$ cat config.mk
export PLATFORM = sky130hd
export DESIGN_NAME = sound_mixer
export DESIGN_NICKNAME = d
export VERILOG_FILES = /design/src/rtl/sound_pkg.sv /design/src/rtl/sound_dsm.sv /design/src/rtl/sound_mixer.sv
export SDC_FILE = /design/constraint.sdc
export NUM_CORES = 1
export LEC_CHECK = 0
export CAP_MARGIN = 20
export CORE_MARGIN = 5
export CORE_UTILIZATION = 50
export DETAILED_ROUTE_END_ITERATION = 16
export PLACE_DENSITY = 0.79
export SKIP_CTS_REPAIR_TIMING = 1
export SYNTH_ARGS = -nofsm -noshare
export SYNTH_HDL_FRONTEND = slang
export SYNTH_SLANG_ARGS = --single-unit
$ cat constraint.sdc
create_clock -name clk -period 7.2 [get_ports clk]
set_input_delay 1.8 -clock clk [delete_from_list [all_inputs] [get_ports clk]]
set_output_delay 1.8 -clock clk [all_outputs]
set_load 0.01 [all_outputs]
$ cat src/rtl/sound_pkg.sv
// sound_pkg: shared constants and helpers for the APU mixer slice.
//   - Channel/level/sample widths.
//   - NR50 / NR51 bit-field positions.
//   - sound_scale(): master-volume multiply (sum * (vol+1)).
package sound_pkg;

  localparam int SOUND_LEVEL_W  = 4;
  localparam int SOUND_SAMPLE_W = 9;
  localparam int SOUND_NUM_CH   = 4;
  localparam int SOUND_SUM_W    = 6;  // 4 * 15 = 60 fits in 6 bits

  // NR51: upper nibble routes ch4..ch1 to left, lower nibble to right.
  localparam int NR51_LEFT_LSB  = 4;
  localparam int NR51_RIGHT_LSB = 0;

  // NR50: 3-bit volumes; bits 7 and 3 (Vin) are not used here.
  localparam int NR50_VOL_W     = 3;
  localparam int NR50_LEFT_LSB  = 4;
  localparam int NR50_RIGHT_LSB = 0;

  typedef logic [SOUND_NUM_CH-1:0][SOUND_LEVEL_W-1:0] sound_levels_t;

  // Max 60 * 8 = 480, so the 9-bit result never overflows.
  function automatic logic [SOUND_SAMPLE_W-1:0] sound_scale(
    input logic [SOUND_SUM_W-1:0] sum,
    input logic [NR50_VOL_W-1:0]  vol
  );
    logic [SOUND_SAMPLE_W-1:0] s;
    logic [SOUND_SAMPLE_W-1:0] v;
    s = {{(SOUND_SAMPLE_W-SOUND_SUM_W){1'b0}}, sum};
    v = {{(SOUND_SAMPLE_W-NR50_VOL_W){1'b0}}, vol} + 9'd1;
    return s * v;
  endfunction

endpackage

$ cat src/rtl/sound_dsm.sv
// sound_dsm: first-order delta-sigma modulator, one per output side.
//   clk    - clock
//   rst    - asynchronous reset, active low
//   clr    - synchronous clear (mixer disabled)
//   sample - held 9-bit PCM sample
//   pdm    - 1-bit stream, ones density = sample / 512
module sound_dsm
  import sound_pkg::*;
(
  input  logic                      clk,
  input  logic                      rst,
  input  logic                      clr,
  input  logic [SOUND_SAMPLE_W-1:0] sample,
  output logic                      pdm
);

  logic [SOUND_SAMPLE_W:0] acc;

  // Bit 9 is the carry out of the 9-bit accumulation; it is dropped
  // from the feedback so the residue stays in [0, 511].
  always_ff @(posedge clk or negedge rst) begin
    if (!rst) begin
      acc <= '0;
      pdm <= 1'b0;
    end else if (clr) begin
      acc <= '0;
      pdm <= 1'b0;
    end else begin
      acc <= {1'b0, acc[SOUND_SAMPLE_W-1:0]} + {1'b0, sample};
      pdm <= acc[SOUND_SAMPLE_W];
    end
  end

endmodule

$ cat src/rtl/sound_mixer.sv
// sound_mixer: final APU stage. Gates the four channel levels through
// NR51 routing, sums per side, scales by NR50 master volume and emits
// unsigned 9-bit L/R samples once every SAMPLE_DIV+1 cycles.
//
// Optional macro SOUND_MIXER_DSM_EN adds a delta-sigma modulator per
// side on pdm_l / pdm_r; without it those pins are tied low.
//
// Ports:
//   clk          - clock
//   rst          - asynchronous reset, active low
//   ch_level     - [3:0]=ch1 .. [15:12]=ch4 levels
//   ch_enable    - bit i = channel i+1 enabled
//   nr50         - master volume ([6:4] left, [2:0] right)
//   nr51         - routing ([7:4] left, [3:0] right; ch4..ch1)
//   master_en    - NR52 bit 7; low clears everything
//   left, right  - held PCM samples, 0..480
//   sample_valid - one-cycle strobe when left/right update
//   pdm_l, pdm_r - delta-sigma bitstreams
//
// Pipeline (vld_pipe bit n set after edge En):
//   E0 divider wraps, E1 tick, E2 gated capture, E3 sums, E4 output.
module sound_mixer
  import sound_pkg::*;
#(
  parameter int SAMPLE_DIV = 95
) (
  input  logic                                    clk,
  input  logic                                    rst,
  input  logic [SOUND_NUM_CH*SOUND_LEVEL_W-1:0]   ch_level,
  input  logic [SOUND_NUM_CH-1:0]                 ch_enable,
  input  logic [7:0]                              nr50,
  input  logic [7:0]                              nr51,
  input  logic                                    master_en,
  output logic [SOUND_SAMPLE_W-1:0]               left,
  output logic [SOUND_SAMPLE_W-1:0]               right,
  output logic                                    sample_valid,
  output logic                                    pdm_l,
  output logic                                    pdm_r
);

  localparam int STAGES = 4;

  logic [6:0]              div_cnt;
  logic                    wrap;
  logic                    tick;
  logic [STAGES:0]         vld_pipe;

  sound_levels_t           lvl;
  sound_levels_t           gl, gr;
  sound_levels_t           gl_q, gr_q;
  logic [SOUND_SUM_W-1:0]  sum_l, sum_r;
  logic [SOUND_SUM_W-1:0]  sum_l_q, sum_r_q;

  assign lvl  = ch_level;
  assign wrap = (div_cnt == 7'(SAMPLE_DIV));
  assign tick = vld_pipe[1];

  // Per-channel routing gates, evaluated against live NR51 so a write
  // landing before the capture edge affects the current sample.
  for (genvar i = 0; i < SOUND_NUM_CH; i++) begin : g_gate
    assign gl[i] = (ch_enable[i] && nr51[NR51_LEFT_LSB+i])  ? lvl[i] : '0;
    assign gr[i] = (ch_enable[i] && nr51[NR51_RIGHT_LSB+i]) ? lvl[i] : '0;
  end

  always_comb begin
    sum_l = '0;
    sum_r = '0;
    for (int i = 0; i < SOUND_NUM_CH; i++) begin
      sum_l = sum_l + SOUND_SUM_W'(gl_q[i]);
      sum_r = sum_r + SOUND_SUM_W'(gr_q[i]);
    end
  end

  // master_en low behaves like a synchronous clear of the whole datapath,
  // which also drops any sample still travelling through vld_pipe.
  always_ff @(posedge clk or negedge rst) begin
    if (!rst) begin
      div_cnt  <= '0;
      vld_pipe <= '0;
      gl_q     <= '0;
      gr_q     <= '0;
      sum_l_q  <= '0;
      sum_r_q  <= '0;
      left     <= '0;
      right    <= '0;
    end else if (!master_en) begin
      div_cnt  <= '0;
      vld_pipe <= '0;
      gl_q     <= '0;
      gr_q     <= '0;
      sum_l_q  <= '0;
      sum_r_q  <= '0;
      left     <= '0;
      right    <= '0;
    end else begin
      div_cnt  <= wrap ? '0 : div_cnt + 7'd1;
      vld_pipe <= {vld_pipe[STAGES-1:0], wrap};
      if (tick) begin
        gl_q <= gl;
        gr_q <= gr;
      end
      if (vld_pipe[2]) begin
        sum_l_q <= sum_l;
        sum_r_q <= sum_r;
      end
      if (vld_pipe[3]) begin
        left  <= sound_scale(sum_l_q, nr50[NR50_LEFT_LSB  +: NR50_VOL_W]);
        right <= sound_scale(sum_r_q, nr50[NR50_RIGHT_LSB +: NR50_VOL_W]);
      end
    end
  end

  assign sample_valid = vld_pipe[STAGES];

`ifdef SOUND_MIXER_DSM_EN
  sound_dsm u_dsm_l (
    .clk    (clk),
    .rst    (rst),
    .clr    (!master_en),
    .sample (left),
    .pdm    (pdm_l)
  );

  sound_dsm u_dsm_r (
    .clk    (clk),
    .rst    (rst),
    .clr    (!master_en),
    .sample (right),
    .pdm    (pdm_r)
  );
`else
  assign pdm_l = 1'b0;
  assign pdm_r = 1'b0;
`endif

endmodule

==> qor.yml <==
final_layout:
  num_antenna_cells: 0
  area_delta_synth_final_pct: 17.84
  drive_above_1_share_pct: 3.591
  fill_cells: 810
  nNetsFinal: 660
detailed_routing:
  drc: 0
  ant_nets: 0
  drtIter0Drc: 116
  detail_route.wl_per_cell_um: 14.71
  dr.pass1.iters: 5
  finalWirelength_um: 10150
  via_count: 3571
  viasPerCell: 5.175
setup_path:
  cp_data_arrival_time_ps: 5420
  crit_slowest_cell: "clkdlybuf4s50_1"
  r2r_cells: 10
  cpMostUsedCell: "fa_1"
  reg2reg_to: "right[8]$_DFFE_PN0P_"
  crit_path_start_kind: "input pin"
  crit_chain: "clkdlybuf4s50_1, ha_1, xor2_1, nand2_1, fa_1, fa_1, inv_1, fa_1, a21o_1, nand4_1, nand4_1, a32o_1"
  cp_slowest_stage_delay_ps: 620
  end_kind: "flop"
  cp_max_fo: 9
  path_class: "input pin to flop"
  reg2reg_slack_ps: 4260
  r2r_start: "sum_r_q[1]$_DFFE_PN0P_"
  required_ps: 7440
synthesis:
  yosysTopAreaCellShare_pct: 37.60
  synth-edff-count: 0
  ys.flop_type: "dfrtp_1"
  seq_area_frac_synth_pct: 37.60
  synth_top_area_cell: "dfrtp_1"
  avgSynthCellArea_um2: 9.889
  yosysWarnings: 0
  ys_seq_elements: 74
  async_reset_ff_share_pct: 100.0
  yosys-top-cells-count: "dfrtp_1 (74), inv_1 (60), and2_1 (51)"
  synth_area_leaders: "dfrtp_1 (38%), fa_1 (13%), ha_1 (9.4%)"
  mappedNetlistArea_um2: 4925
  yosys.cell_types.count: 31
  yosys.cell_count.top_type: "dfrtp_1"
  netlist_instances: 498
run_status:
  status: "completed"
power_and_ir_drop:
  total_power_w: 0.0007925
  powerDensity_nw_per_um2: 136.6
  p_leak_nw: 2.805
  peakVddDrop_mv: 0.08097
floorplan:
  row_count: 36
  die-width_um: 109.2
  die_area_um2: 11930
  die_h_um: 109.2
  ios: 60
  core_area_um2: 9684
  start_util_pct: 50.85
sta:
  tns_ps: 0
  period_needed_ps: 5186
  grt_setup_unrepaired: "false"
  fin_crit_sh_pct: 72.03
  setup_viol: 0
  tightest_slew_ps: 936.0
  skew_ps: 9.582
  slew_viol_final: 0
  fmax_ghz: 0.1928
  slew_headroom_pct: 37.60
  finalHoldViolCount: 0
cts:
  cts-root-buf: "clkbuf_8"
  cts.clk_slew.worst_paths_ps: 70
  cts_tree: "built"
  cts_made_buffers: 9
  clkLatencyLatePin_ps: 350
  h-tree-depth: 3
  clockBufferDepth: 2
  cts_num_sinks: 74
grt:
  grt_pass1_wl_um: 17360
  antenna_found_initial: 0
  use_met2_pct: 33.03
  gr-total-overflow: 0
  grt_max_degree: 75
  met3_usage_pct: 4.440
  grt.total_usage_pct: 18.61
  grt_pass1_vias: 3733
  top_usage_layer: "met2"
  met1_usage_pct: 22.82
place:
  port_buffers: 55
  dpl.hpwl_um: 7868
  gp_congestion: 0.8570
job:
  maxCapViolations: 0
min_path:
  hp-start: "div_cnt[0]$_DFF_PN0_"
  min_to: "div_cnt[0]$_DFF_PN0_"
  holdCritPathClass: "flop to flop"
  holdPathStages: 1
critical path: cells and delay by family:
kind | cells | cell delay [ps]
AO/OA/AOI/OAI | 2 | 450
XOR/XNOR | 1 | 370
adder cells (fa/ha/maj) | 4 | 1740
buffers and inverters | 2 | 690
AND/OR/NAND/NOR | 3 | 380
layer usage:
| metal | part of all wire, % | vias to the layer above |
|---|---|---|
| li1 | - | 1744 |
| met3 | 4.5 | 19 |
| met4 | 1.7 | 0 |
| met1 | 43 | 1711 |
| met2 | 50 | 97 |
| met5 | 0 | - |
where the power goes:
part / switching (W) / leakage (nW) / internal [W]
Clock: 0.000153 / 0.103 / 0.000169
Combinational: 0.0000286 / 1.67 / 0.0000245
Sequential: 0.00000108 / 1.03 / 0.000417
Total: 0.000183 / 2.80 / 0.000610
cell type report:
class                           instances  area [um2]  share of cell area, %
Inverter                               61       229.0                  3.946
Clock buffer                           11       141.4                  2.436
Clock inverter                          5       53.80                 0.9271
Timing Repair Buffer                   59       595.6                  10.26
Sequential cell                        74        1852                  31.91
Tap cell                              133       166.4                  2.868
Multi-Input combinational cell        347        2765                  47.65
cells in the final DEF, fill, tap and decap left out, drive strengths merged, types with 3 or more instances in the layout:
cell / netlist / routed
and3: 3 / 3
a21oi: 15 / 15
and2b: 4 / 4
nand2: 50 / 50
o21ai: 11 / 11
inv: 60 / 60
clkdlybuf4s50: 0 / 54
o22ai: 32 / 32
ha: 37 / 37
clkbuf: 8 / 11
nand3: 4 / 4
nor2: 28 / 28
xnor2: 14 / 14
fa: 32 / 32
nand4: 7 / 7
a21o: 8 / 8
xor2: 8 / 8
a211oi: 6 / 6
buf: 9 / 5
dfrtp: 74 / 74
and2: 51 / 51
clkinv: 1 / 5
mux2i: 16 / 16
nand2b: 9 / 9
cell families (layout without fill, tap and decap cells):
kind of cell	after synthesis	count (layout)	share of synthesized area, %
and+or+nand+nor	160	160	16.41
AOI/OAI and AO/OA	78	78	10.01
buffers and inverters	78	136	6.326
DFF	74	74	37.60
adders and majority gates	69	69	22.41
xor gates and xnor gates	22	22	3.913
muxes	16	16	3.252
other	1	2	0.07615
stage by stage:
step                hold slack, ps  util (%)  instances  instance area (um2)  setup slack [ps]
global route                 487.2     59.92        690                 5803              1836
detailed placement           447.3     57.91        674                 5608              1634
CTS                          456.2     59.92        690                 5803              2005
global placement             435.6     57.62        673                 5580              1775
finish                       461.3     59.92        690                 5803              2014
floorplan                    425.1         -        499                 4928              2567
state kept, by name, indices dropped and copies added, names as in the netlist:
| register | flops |
|---|---|
| gl_q | 16 |
| gr_q | 16 |
| left | 9 |
| right | 9 |
| div_cnt | 7 |
| sum_l_q | 6 |
| sum_r_q | 6 |
| vld_pipe | 5 |
worst max path at each step:
stage,cells past startpoint,slack [ps],to,startpoint
global route,12,1840,left[8]$_DFFE_PN0P_,nr50[4]
floorplan,11,2570,right[8]$_DFFE_PN0P_,nr50[0]
CTS,12,2000,left[8]$_DFFE_PN0P_,nr50[4]
detailed placement,12,1630,left[8]$_DFFE_PN0P_,nr50[4]
global placement,12,1780,right[8]$_DFFE_PN0P_,nr50[0]
finish,12,2010,left[8]$_DFFE_PN0P_,nr50[4]
(Power assumes the default switching activity.)
